[config.mk]
export PLATFORM = sky130hd
export DESIGN_NAME = uart_tx_arb
export DESIGN_NICKNAME = d
export VERILOG_FILES = /design/src/rtl/uart_pkg.sv /design/src/rtl/uart_tx_hold.sv /design/src/rtl/uart_tx_arb.sv
export SDC_FILE = /design/constraint.sdc
export NUM_CORES = 1
export LEC_CHECK = 0
export ABC_AREA = 0
export BUFFER_PORTS_ARGS = -buffer_cell sky130_fd_sc_hd__clkbuf_2
export CORE_MARGIN = 5
export CORE_UTILIZATION = 52
export DETAILED_ROUTE_END_ITERATION = 6
export PLACE_DENSITY = 0.78
export SLEW_MARGIN = 10
export SYNTH_ARGS = -nofsm -noshare
export SYNTH_HDL_FRONTEND = slang
export SYNTH_SLANG_ARGS = --single-unit
[constraint.sdc]
create_clock -name clk_i -period 2.3 [get_ports clk_i]
set_clock_uncertainty 0.2 [all_clocks]
set_input_delay 0.23 -clock clk_i [delete_from_list [all_inputs] [get_ports clk_i]]
set_output_delay 0.23 -clock clk_i [all_outputs]
set_load 0.05 [all_outputs]
[src/rtl/uart_pkg.sv]
`default_nettype none
// +-----------------------------------------------------------------------+
// | Module  : uart_pkg                                                     |
// | Desc    : Shared UART byte width and transmit-arbiter state encoding.  |
// | Rev     : 1.0  initial release                                         |
// +-----------------------------------------------------------------------+
package uart_pkg;

   localparam int UART_DW = 8;

   typedef enum logic [1:0] {
      IDLE = 2'd0,
      GNT0 = 2'd1,
      GNT1 = 2'd2
   } arb_state_t;

endpackage
`default_nettype wire

[src/rtl/uart_tx_hold.sv]
`default_nettype none
// +-----------------------------------------------------------------------+
// | Module  : uart_tx_hold                                                 |
// | Desc    : One-entry valid/ready holding register for a UART producer.  |
// | Rev     : 1.0  initial release                                         |
// +-----------------------------------------------------------------------+
module uart_tx_hold
   import uart_pkg::*;
(
   input  logic               clk,
   input  logic               rst_n,
   input  logic               i_load,
   input  logic [UART_DW-1:0] i_load_data,
   output logic               o_load_rdy,
   output logic [UART_DW-1:0] o_out_data,
   output logic               o_out_vld,
   input  logic               i_out_rdy
);

   logic               r_vld;
   logic [UART_DW-1:0] r_data;

   // Accepts a new byte when empty or when the current one leaves this cycle.
   assign o_load_rdy = !r_vld || i_out_rdy;
   assign o_out_vld  = r_vld;
   assign o_out_data = r_data;

   always_ff @(posedge clk or negedge rst_n) begin
      if (!rst_n) begin
         r_vld  <= 1'b0;
         r_data <= '0;
      end else if (i_load) begin
         r_vld  <= 1'b1;
         r_data <= i_load_data;
      end else if (i_out_rdy) begin
         r_vld  <= 1'b0;
      end
   end

endmodule
`default_nettype wire

[src/rtl/uart_tx_arb.sv]
`default_nettype none
// +-----------------------------------------------------------------------+
// | Module  : uart_tx_arb                                                  |
// | Desc    : Round-robin message arbiter sharing uart_tx between 2 ports. |
// | Rev     : 1.0  initial release                                         |
// +-----------------------------------------------------------------------+
module uart_tx_arb
   import uart_pkg::*;
#(
   parameter int MAX_BURST = 16,
   parameter int TIMEOUT   = 1024
) (
   input  logic               clk_i,
   input  logic               rst_n_i,
   input  logic [UART_DW-1:0] req0_data_i,
   input  logic               req0_vld_i,
   input  logic               req0_last_i,
   output logic               req0_rdy_o,
   input  logic [UART_DW-1:0] req1_data_i,
   input  logic               req1_vld_i,
   input  logic               req1_last_i,
   output logic               req1_rdy_o,
   output logic [UART_DW-1:0] uart_tx_data_o,
   output logic               uart_tx_data_vld_o,
   input  logic               uart_tx_data_rdy_i,
   output logic [1:0]         grant_o,
   output logic               timeout_o
);

   localparam int c_burst_w = $clog2(MAX_BURST + 1);
   localparam int c_idle_w  = $clog2(TIMEOUT);
   localparam logic [c_burst_w-1:0] c_burst_max = c_burst_w'(MAX_BURST);
   localparam logic [c_idle_w-1:0]  c_idle_max  = c_idle_w'(TIMEOUT - 1);

   arb_state_t          r_state;
   arb_state_t          w_state_nxt;
   logic                r_last_served;
   logic [c_burst_w-1:0] r_burst_cnt;
   logic [c_burst_w-1:0] w_burst_inc;
   logic [c_idle_w-1:0]  r_idle_cnt;
   logic                w_hold_rdy;
   logic                w_xfer;
   logic                w_sel_last;
   logic [UART_DW-1:0]  w_sel_data;
   logic                w_release;

   assign grant_o     = {r_state == GNT1, r_state == GNT0};
   assign w_burst_inc = r_burst_cnt + 1'b1;

   always_comb begin
      w_state_nxt = r_state;
      req0_rdy_o  = 1'b0;
      req1_rdy_o  = 1'b0;
      w_xfer      = 1'b0;
      w_sel_last  = 1'b0;
      w_sel_data  = req0_data_i;
      w_release   = 1'b0;
      timeout_o   = 1'b0;
      case (r_state)
         IDLE: begin
            // On a tie, the port that was not served last wins.
            if (req0_vld_i && (!req1_vld_i || r_last_served))
               w_state_nxt = GNT0;
            else if (req1_vld_i)
               w_state_nxt = GNT1;
         end
         GNT0: begin
            req0_rdy_o = w_hold_rdy;
            w_xfer     = req0_vld_i && w_hold_rdy;
            w_sel_data = req0_data_i;
            w_sel_last = req0_last_i;
         end
         GNT1: begin
            req1_rdy_o = w_hold_rdy;
            w_xfer     = req1_vld_i && w_hold_rdy;
            w_sel_data = req1_data_i;
            w_sel_last = req1_last_i;
         end
         default: w_state_nxt = IDLE;
      endcase
      if (r_state != IDLE) begin
         timeout_o = !w_xfer && (r_idle_cnt == c_idle_max);
         w_release = (w_xfer && (w_sel_last || (w_burst_inc == c_burst_max))) || timeout_o;
         if (w_release)
            w_state_nxt = IDLE;
      end
   end

   always_ff @(posedge clk_i or negedge rst_n_i) begin
      if (!rst_n_i)
         r_state <= IDLE;
      else
         r_state <= w_state_nxt;
   end

   // Counters only run while granted and are cleared on every release.
   always_ff @(posedge clk_i or negedge rst_n_i) begin
      if (!rst_n_i) begin
         r_burst_cnt   <= '0;
         r_idle_cnt    <= '0;
         r_last_served <= 1'b1;
      end else if (w_release) begin
         r_burst_cnt   <= '0;
         r_idle_cnt    <= '0;
         r_last_served <= (r_state == GNT1);
      end else if (r_state != IDLE) begin
         if (w_xfer) begin
            r_burst_cnt <= w_burst_inc;
            r_idle_cnt  <= '0;
         end else begin
            r_idle_cnt  <= r_idle_cnt + 1'b1;
         end
      end
   end

   uart_tx_hold u_hold (
      .clk         (clk_i),
      .rst_n       (rst_n_i),
      .i_load      (w_xfer),
      .i_load_data (w_sel_data),
      .o_load_rdy  (w_hold_rdy),
      .o_out_data  (uart_tx_data_o),
      .o_out_vld   (uart_tx_data_vld_o),
      .i_out_rdy   (uart_tx_data_rdy_i)
   );

endmodule
`default_nettype wire

* Word-level counts from Yosys, hierarchy flattened
Cells that the tools add are included.
** Operators by class
- Add/sub/neg operators :: 2
- Eq/ne operators :: 4
- Mux-type cells :: 20
- Reduce and logical (&&, ||, !) cells :: 19
** Operators by type and width (number)
- $mux 10 :: 3
- $mux 5 :: 3
- $add 10x1->10 const B :: 1
- $eq 10x10->1 const B :: 1
- $mux 2 :: 4
- $mux 8 :: 1
- $reduce_bool 2->1 :: 4
- $mux 1 :: 6
- $add 5x1->5 const B :: 1
- $eq 5x5->1 const B :: 1
- $logic_and 1x1->1 :: 5
- $logic_or 1x1->1 :: 4
- $pmux 1 s2 :: 2
- $pmux 2 s2 :: 1
- $logic_not 1->1 :: 3
- $eq 2x1->1 const B :: 1
- $eq 2x2->1 const B :: 1
- $logic_not 2->1 :: 1
- $reduce_and 2->1 :: 1
- $reduce_or 2->1 :: 1
** Storage, ports and cells
- Bits in registers :: 27
- Input port bits :: 23
- Output and inout port bits :: 14
- Word-level logic and storage cells :: 51

* Logic depth before layout (Yosys ltp)
Gate-level depths: netlist (run 1).
- Depth after elaboration :: 10
- Gate-level depth with buffers :: 8

* Modules after synthesis
From an unflattened synthesis (run 1), not the netlist that was laid out.
** Second synthesis, totals
- Cell total of the unflattened synthesis :: 167
- Area total of the unflattened synthesis :: 1671.6 um^2
** By module, submodules not included
- uart_tx_arb :: times used 1, cells an instance 147, area each 1302.5 um^2
- uart_tx_hold :: times used 1, cells an instance 20, area each 369.1 um^2

* Worst setup path before layout (run 1)
Ideal clock, no wire load.
- Path kind :: register -> output
- Start :: register r_state[0]
- End :: output timeout_o
- Data arrival time :: 2432 ps
- Setup slack :: -562 ps
- Cell stages (with the launch flop) :: 8
- Path buffers :: 1
- Path through :: dfrtp_1 > inv_1 > ha_1 > mux2_2 > nand3_2 > buf_2 > nand2_1 > nor2_1
** Between the ends
- Longest elaborated chain between the ends :: 5
- Elaborated cells between the ends (all ways) :: 7
- Those cells by class :: eq/ne: 2; mux: 2; reduce/logical: 3
** Ends and longest elaborated chain
- start: declaration :: RTL line uart_tx_arb.sv:35 : arb_state_t r_state;
- start signal: assignment :: RTL line uart_tx_arb.sv:93 : r_state <= w_state_nxt;
- $eq 2x2->1
- net grant_o[1] :: RTL line uart_tx_arb.sv:26 : output logic [1:0] grant_o,
- $pmux 1 s2 :: RTL line uart_tx_arb.sv:59 : case (r_state)
- $logic_not 1->1 :: RTL line uart_tx_arb.sv:82 : timeout_o = !w_xfer && (r_idle_cnt == c_idle_max);
- $logic_and 1x1->1 :: RTL line uart_tx_arb.sv:82
- $mux 1 :: RTL line uart_tx_arb.sv:81 : if (r_state != IDLE) begin
- end: declaration :: RTL line uart_tx_arb.sv:27 : output logic timeout_o
The timed path passes the listed nets, and every way through them passes these cells.

* Final worst setup path (run 1)
- Start :: register r_state[0]
- End :: register r_last_served
** Between the ends
- Longest elaborated chain between the ends :: 6
- Elaborated cells between the ends (all ways) :: 11
- Those cells by class :: eq/ne: 2; mux: 3; reduce/logical: 6
** Ends and longest elaborated chain
- $eq 2x2->1 / $eq 2x1->1 (equally long branches) :: RTL line uart_tx_arb.sv:59, uart_tx_arb.sv:105
- $pmux 1 s2 :: RTL line uart_tx_arb.sv:59
- $logic_or 1x1->1 / $logic_not 1->1 (equally long branches) :: RTL line uart_tx_arb.sv:83, uart_tx_arb.sv:82
- $logic_and 1x1->1, on equally long branches :: RTL line uart_tx_arb.sv:83, uart_tx_arb.sv:82
- $logic_or 1x1->1 :: RTL line uart_tx_arb.sv:83 : w_release = (w_xfer && (w_sel_last || (w_burst_inc == c_burst_max))) || timeout_o;
- $mux 1 :: RTL line uart_tx_arb.sv:81
- end signal: assignment :: RTL line uart_tx_arb.sv:105 : r_last_served <= (r_state == GNT1);
- end: declaration :: RTL line uart_tx_arb.sv:37 : logic r_last_served;
Parallel ways exist; a longest one is shown, timed or not.
A chain may end at the register's enable or synchronous reset.

==> out/qor.csv, run 1 <==
metric,value,unit
htreeDepth,1,
synth_top_area_share,44.9,%
route.detailed.drc,0,
drive_gt1_share,28.4,%
core_area,0.00271,mm^2
syn_nets,176,
crit_buf_inv,3,
r2r-start,r_state[0],
dieArea,0.00394,mm^2
hold_slack,92.1,ps
path_max_fanout,4,
postPlaceCellArea,0.00173,mm^2
p_seq_share,32.3,%
fin_nets,238,
start_util,53.5,%
ant_nets,0,
die_h,62.8,um
hold_end,r_state[1],
rsz0062_at_grt,false,
ys_seq_area_share,46.7,%
grt_max_degree,28,
ctsRootBufferMaster,clkbuf_4,
ff2ff_path_depth,8,
maxCapViolCount,0,
tightest_slew,669,ps
drt-initial-drc-count,68,
switching_share,48.9,%
slowest_stage,dfrtp_1,
drtPass1Iterations,4,
critical_path.top_delay_family,flip-flops,
vias,1354,
clock_power_share,8.2,%
grt_pass1_wl,6580,um
period_minus_slack,2220,ps
grt-ovfl-total,0,
io_pins,37,
yosys_warnings,0,
critPathKind,reg -> reg,
clock_latency,330,ps
hold_path_depth,5,
wl,3860,um
synth.largest_area_cell,dfrtp_1,
arrival,2300,ps
clock-sinks,27,
netlist_area,0.00145,mm^2
internal_power,1.32,mW
track_usage,20.5,%
dp_hpwl,2310,um
p_per_area,1320,mW/mm^2
synth-seq-cells,27,
slew_violations,0,
async_reset_ff_share,100,%
reg2reg_setup_slack,80,ps
leakage,0.949,nW
crit_path_start_kind,register,
dieWidth,62.8,um
routedWlPerCell,16.1,um
hold_class,in -> reg,
setup_violations,0,
max_slew_margin,55.4,%
rows,19,
p_sw,1.27,mW
status,completed,
antenna_cells,0,
cts_buffers,3,
gp_congestion,0.806,
grt_pass1_vias,1358,
clock.fmax,0.451,GHz
clk_pin_slew,150,ps
viasPerCell,5.67,
cp-end-kind,register,
p_comb_share,59.5,%
avgSynthCellArea,9.86,um^2
rr_endpoint,r_last_served,
hold_start,req1_vld_i,
synth_edf_count,0,
crit_chain,inv_2 > buf_4 > ha_1 > clkinv_1 > and3_1 > a221o_1 > and2_4 > mux2_4,
synthToLayoutAreaGrowth,35.6,%
synthTopCellsByArea,"dfrtp_1 45%, mux2i_1 7.6%, ha_1 5.2%, nand2_1 4.4%, o21ai_1 3.8%",
antenna_found_initial,0,
worstPathRequired,2380,ps
syn_inst,147,
power.total,2.59,mW
fin_crit_sh,96.5,%
cp_slowest_stage_delay,430,ps
ys_types,38,
peakVddDrop,1.00,mV
portBuffers,36,
ctsLongestPathBuffers,2,
synth-main-ff-cell,dfrtp_1,
cts_tree,done,
design_area,0.00196,mm^2
fin_setup_tns,0,ps
hold_viol_final,0,
## state kept, by name, summed over array words and instances (netlist names)
signal             count
r_burst_cnt            5
r_idle_cnt            10
r_last_served          1
r_state                2
u_hold.o_out_data      8
u_hold.o_out_vld       1
## power by group through the flow
stage	Sequential, mW	Clock (mW)	Combinational (mW)
after floorplan	1.06	0	0.814
after global placement	0.823	0	1.35
after global routing	0.867	0.233	1.67
after detailed placement	0.834	0	1.39
after CTS	0.822	0.222	1.48
final	0.835	0.212	1.54
## cell usage after synthesis (2+ instances only)
cell and number:
a21oi_1 6, dfrtp_1 26, o21ai_1 11, nand2_1 17, and2_1 2, nor2_1 8, a21o_1 3, buf_1 2
mux2i_1 11, inv_1 4, nand3_1 9, ha_1 6, o2bb2ai_1 3, nor3_1 4, nand2b_1 5, clkbuf_1 2
and3_1 4, xor2_1 2, mux2_2 2, a22o_1 2
## worst max-delay path by stage
stage                     from             end  slack, ps  depth (start not counted)
floorplan           r_state[1]   r_last_served         40                          6
global placement    r_state[0]  r_burst_cnt[0]        240                          8
detailed placement  r_state[0]   r_last_served        120                          7
CTS                 r_state[0]       timeout_o          3                          7
global route        r_state[0]       timeout_o          4                          7
finish              r_state[0]   r_last_served         80                          8
## layer usage
layer	wire length [um]	part of all wire (%)	up-vias	track usage, %
li1	-	-	647	-
met1	1580	41	656	25.2
met2	2040	53	46	37.2
met3	189	4.9	5	2.88
met4	48	1.2	0	5.57
met5	0	0	-	0
## cell families (layout without fill, tap and decap cells)
family	after synthesis	after routing	synth area share, %
XOR/XNOR	3	3	1.81
AO/OA/AOI/OAI	33	33	14.9
flip-flops	27	27	46.7
AND/OR/NAND/NOR	54	54	18.6
buffers and inverters	10	71	2.68
adder cells (fa/ha/maj)	6	6	5.18
multiplexers	14	14	10.2
## placed cells by master (no fill, tap or decap), drive strengths merged, types with 2 or more instances in the layout
| master | n |
|---|---|
| a21o | 3 |
| a21oi | 6 |
| a22o | 2 |
| and2 | 3 |
| and3 | 4 |
| buf | 9 |
| clkbuf | 38 |
| clkinv | 2 |
| dfrtp | 26 |
| dlygate4sd3 | 18 |
| ha | 6 |
| inv | 4 |
| mux2 | 3 |
| mux2i | 11 |
| nand2 | 17 |
| nand2b | 5 |
| nand3 | 10 |
| nor2 | 8 |
| nor3 | 4 |
| o21ai | 13 |
| o2bb2ai | 3 |
| xor2 | 2 |
## tightest hold or removal path, delay by kind of cell
kind            cells  cell delay (ps)
buf+inv             2              150
compound gates      2              170
simple gates        1               60
## per-stage QoR
stage,cells,setup slack (ps),util [%]
2_1_floorplan,147,36.4,-
3_3_place_gp,215,241,63.8
3_5_place_dp,215,124,63.8
4_1_cts,239,2.67,72.0
5_1_grt,239,3.71,72.5
6_report,239,81.4,72.5
## layout make-up
class	count	area (um^2)
Multi-Input combinational cell	110	767
Clock inverter	1	5.00
Inverter	5	18.8
Clock buffer	3	22.5
Fill cell	188	746
Sequential cell	27	677
Timing Repair Buffer	62	435
Tap cell	31	38.8
## timing repair
item | 4_1_cts | 5_1_grt
resized for setup | 1 | 3
gates cloned | 0 | 0
buffers inserted | 2 | 0
endpoints found under the setup margin | 1 | 1
hold buffers | 18 | 0
endpoints found under the hold margin | 35 | 0
pin swaps | 0 | 0
No activity file was read; power rests on OpenSTA's default activity.
==> run 2: changes to the inputs <==
--- a/config.mk
+++ b/config.mk
@@ -8,9 +8,10 @@
 export ABC_AREA = 0
 export BUFFER_PORTS_ARGS = -buffer_cell sky130_fd_sc_hd__clkbuf_2
 export CORE_MARGIN = 5
-export CORE_UTILIZATION = 52
+export CORE_UTILIZATION = 56
 export DETAILED_ROUTE_END_ITERATION = 6
-export PLACE_DENSITY = 0.78
+export HOLD_SLACK_MARGIN = 0.02
+export PLACE_DENSITY = 0.83
 export SLEW_MARGIN = 10
 export SYNTH_ARGS = -nofsm -noshare
 export SYNTH_HDL_FRONTEND = slang
==> constraint.sdc (replaced) <==
create_clock -name clk_i -period 2.71 [get_ports clk_i]
set_clock_uncertainty 0.2 [all_clocks]
set_input_delay 0.271 -clock clk_i [delete_from_list [all_inputs] [get_ports clk_i]]
set_output_delay 0.271 -clock clk_i [all_outputs]
set_load 0.05 [all_outputs]
==> run 2 against run 1 <==
Sequential power is 16% lower. Cell count is 7.1% lower. Sequential share of layout area is 3.4 points higher. Highest routed layer unchanged.
==> out/qor.csv, run 2 (synthesis gave the netlist of run 1 again) <==
metric,value,unit
dieArea,0.00370,mm^2
antenna_cells,0,
antenna_found_initial,0,
fin_crit_sh,92.4,%
final_common_cell,clkbuf_2,
regMostFlops,r_idle_cnt,
grt_max_degree,28,
dieWidth,60.9,um
p_per_area,1150,mW/mm^2
slowest_stage,dfrtp_1,
largest_reg_flops,10,
clk_pin_slew,150,ps
crit_path_start_kind,register,
post-place-ws,415,ps
seqCellArea,677,um^2
cts_tree,done,
cp_slowest_stage_delay,440,ps
slew_violations,0,
cts_buffers,3,
crit_buf_inv,2,
critical_path.top_delay_family,flip-flops,
fin_nets,222,
grt-ovfl-total,0,
status,completed,
postPlaceCellArea,0.00169,mm^2
grt_pass1_wl,5420,um
multi_input_area,736,um^2
clock-sinks,27,
tightest_slew,654,ps
fin_ws,206,ps
drive_gt1_share,26.6,%
hold_slack,28.7,ps
max_slew_margin,56.4,%
design_area,0.00179,mm^2
ant_nets,0,
vias,1261,
routedWlPerCell,14.9,um
power.total,2.05,mW
path_max_fanout,5,
die_h,60.9,um
rows,18,
hold_viol_final,0,
start_util,58.5,%
core_area,0.00248,mm^2
final_cell_mix,"35 x clkbuf_2, 26 x dfrtp_1, 17 x nand2_1",
leakage,0.870,nW
grt_pass1_vias,1213,
route.detailed.drc,0,
wl,3320,um
hold_class,in -> reg,
cts_setup_buffers,0,
arrival,2030,ps
gp_congestion,0.862,
htreeDepth,1,
ctsRootBufferMaster,clkbuf_4,
maxCapViolCount,0,
critPathKind,reg -> out,
viasPerCell,5.68,
setup_violations,0,
synthToLayoutAreaGrowth,23.3,%
track_usage,19.8,%
fin_setup_tns,0,ps
ctsLongestPathBuffers,2,
drt-initial-drc-count,57,
drtPass1Iterations,4,
peakVddDrop,0.795,mV
crit_chain,inv_1 > ha_1 > mux2_2 > nand3_2 > nand2_1 > nor2_2 > buf_12,
fill_cells,186,
dp_hpwl,2440,um
rsz0062_at_grt,false,
clock_latency,320,ps
worstPathRequired,2240,ps
cp-end-kind,output pin,
portBuffers,36,
io_pins,37,
period_minus_slack,2500,ps
clock.fmax,0.399,GHz
## run 2: changes by cell type in the layout (fill, tap and decap cells not counted), sizes merged
cell         before  now
dlygate4sd3      18    7
clkinv            2    1
clkinvlp          0    1
buf               9    4
## run 2: worst paths after layout
kind / from / endpoint / slack, ps / depth (start not counted)
worst max-delay path: r_state[0] / timeout_o / 210 / 7
worst min-delay path: req0_data_i[4] / u_hold.o_out_data[4] / 30 / 3
min in group asynchronous: rst_n_i / r_burst_cnt[4] / 290 / 2
worst max register to register: r_state[0] / r_last_served / 360 / 7
worst min register to register: u_hold.o_out_data[2] / u_hold.o_out_data[2] / 300 / 2
max in group asynchronous: rst_n_i / u_hold.o_out_data[0] / 1610 / 2
## run 2: cell type report
class                   count  area share [%]
clock inverters             1           0.420
clock buffers               3            1.26
repair buffers             46            16.1
multi-input cells         110            41.2
well taps                  30            2.10
inverters                   5            1.05
flip-flops and latches     27            37.9
## run 2: metrics by stage
stage | instances | utilization [%]
finish | 222 | 72.1
global route | 222 | 72.1
CTS | 221 | 71.7
detailed placement | 211 | 68.1
global placement | 211 | 68.1
floorplan | 147 | -
## run 2: power breakdown
group	switching, mW	internal [mW]
sequential	0.140	0.565
clock	0.123	0.0564
combinational	0.753	0.409
## run 2: worst min-delay path: cells and delay by family
kind | cells | cell delay, ps
AOI/OAI and AO/OA | 1 | 120
buffers and inverters | 1 | 80
muxes | 1 | 60
## run 2: timing repair
action                                  in CTS  in global routing
endpoints found under the setup margin       0                  0
hold endpoints to repair                    29                  1
hold buffers                                 6                  1
gates resized for setup                      0                  0
## run 2: routing by layer
metal / global-route usage, % / routed length, um
met5: 0 / 0
met4: 6.81 / 68
met3: 3.83 / 208
met2: 34.4 / 1690
met1: 24.7 / 1350
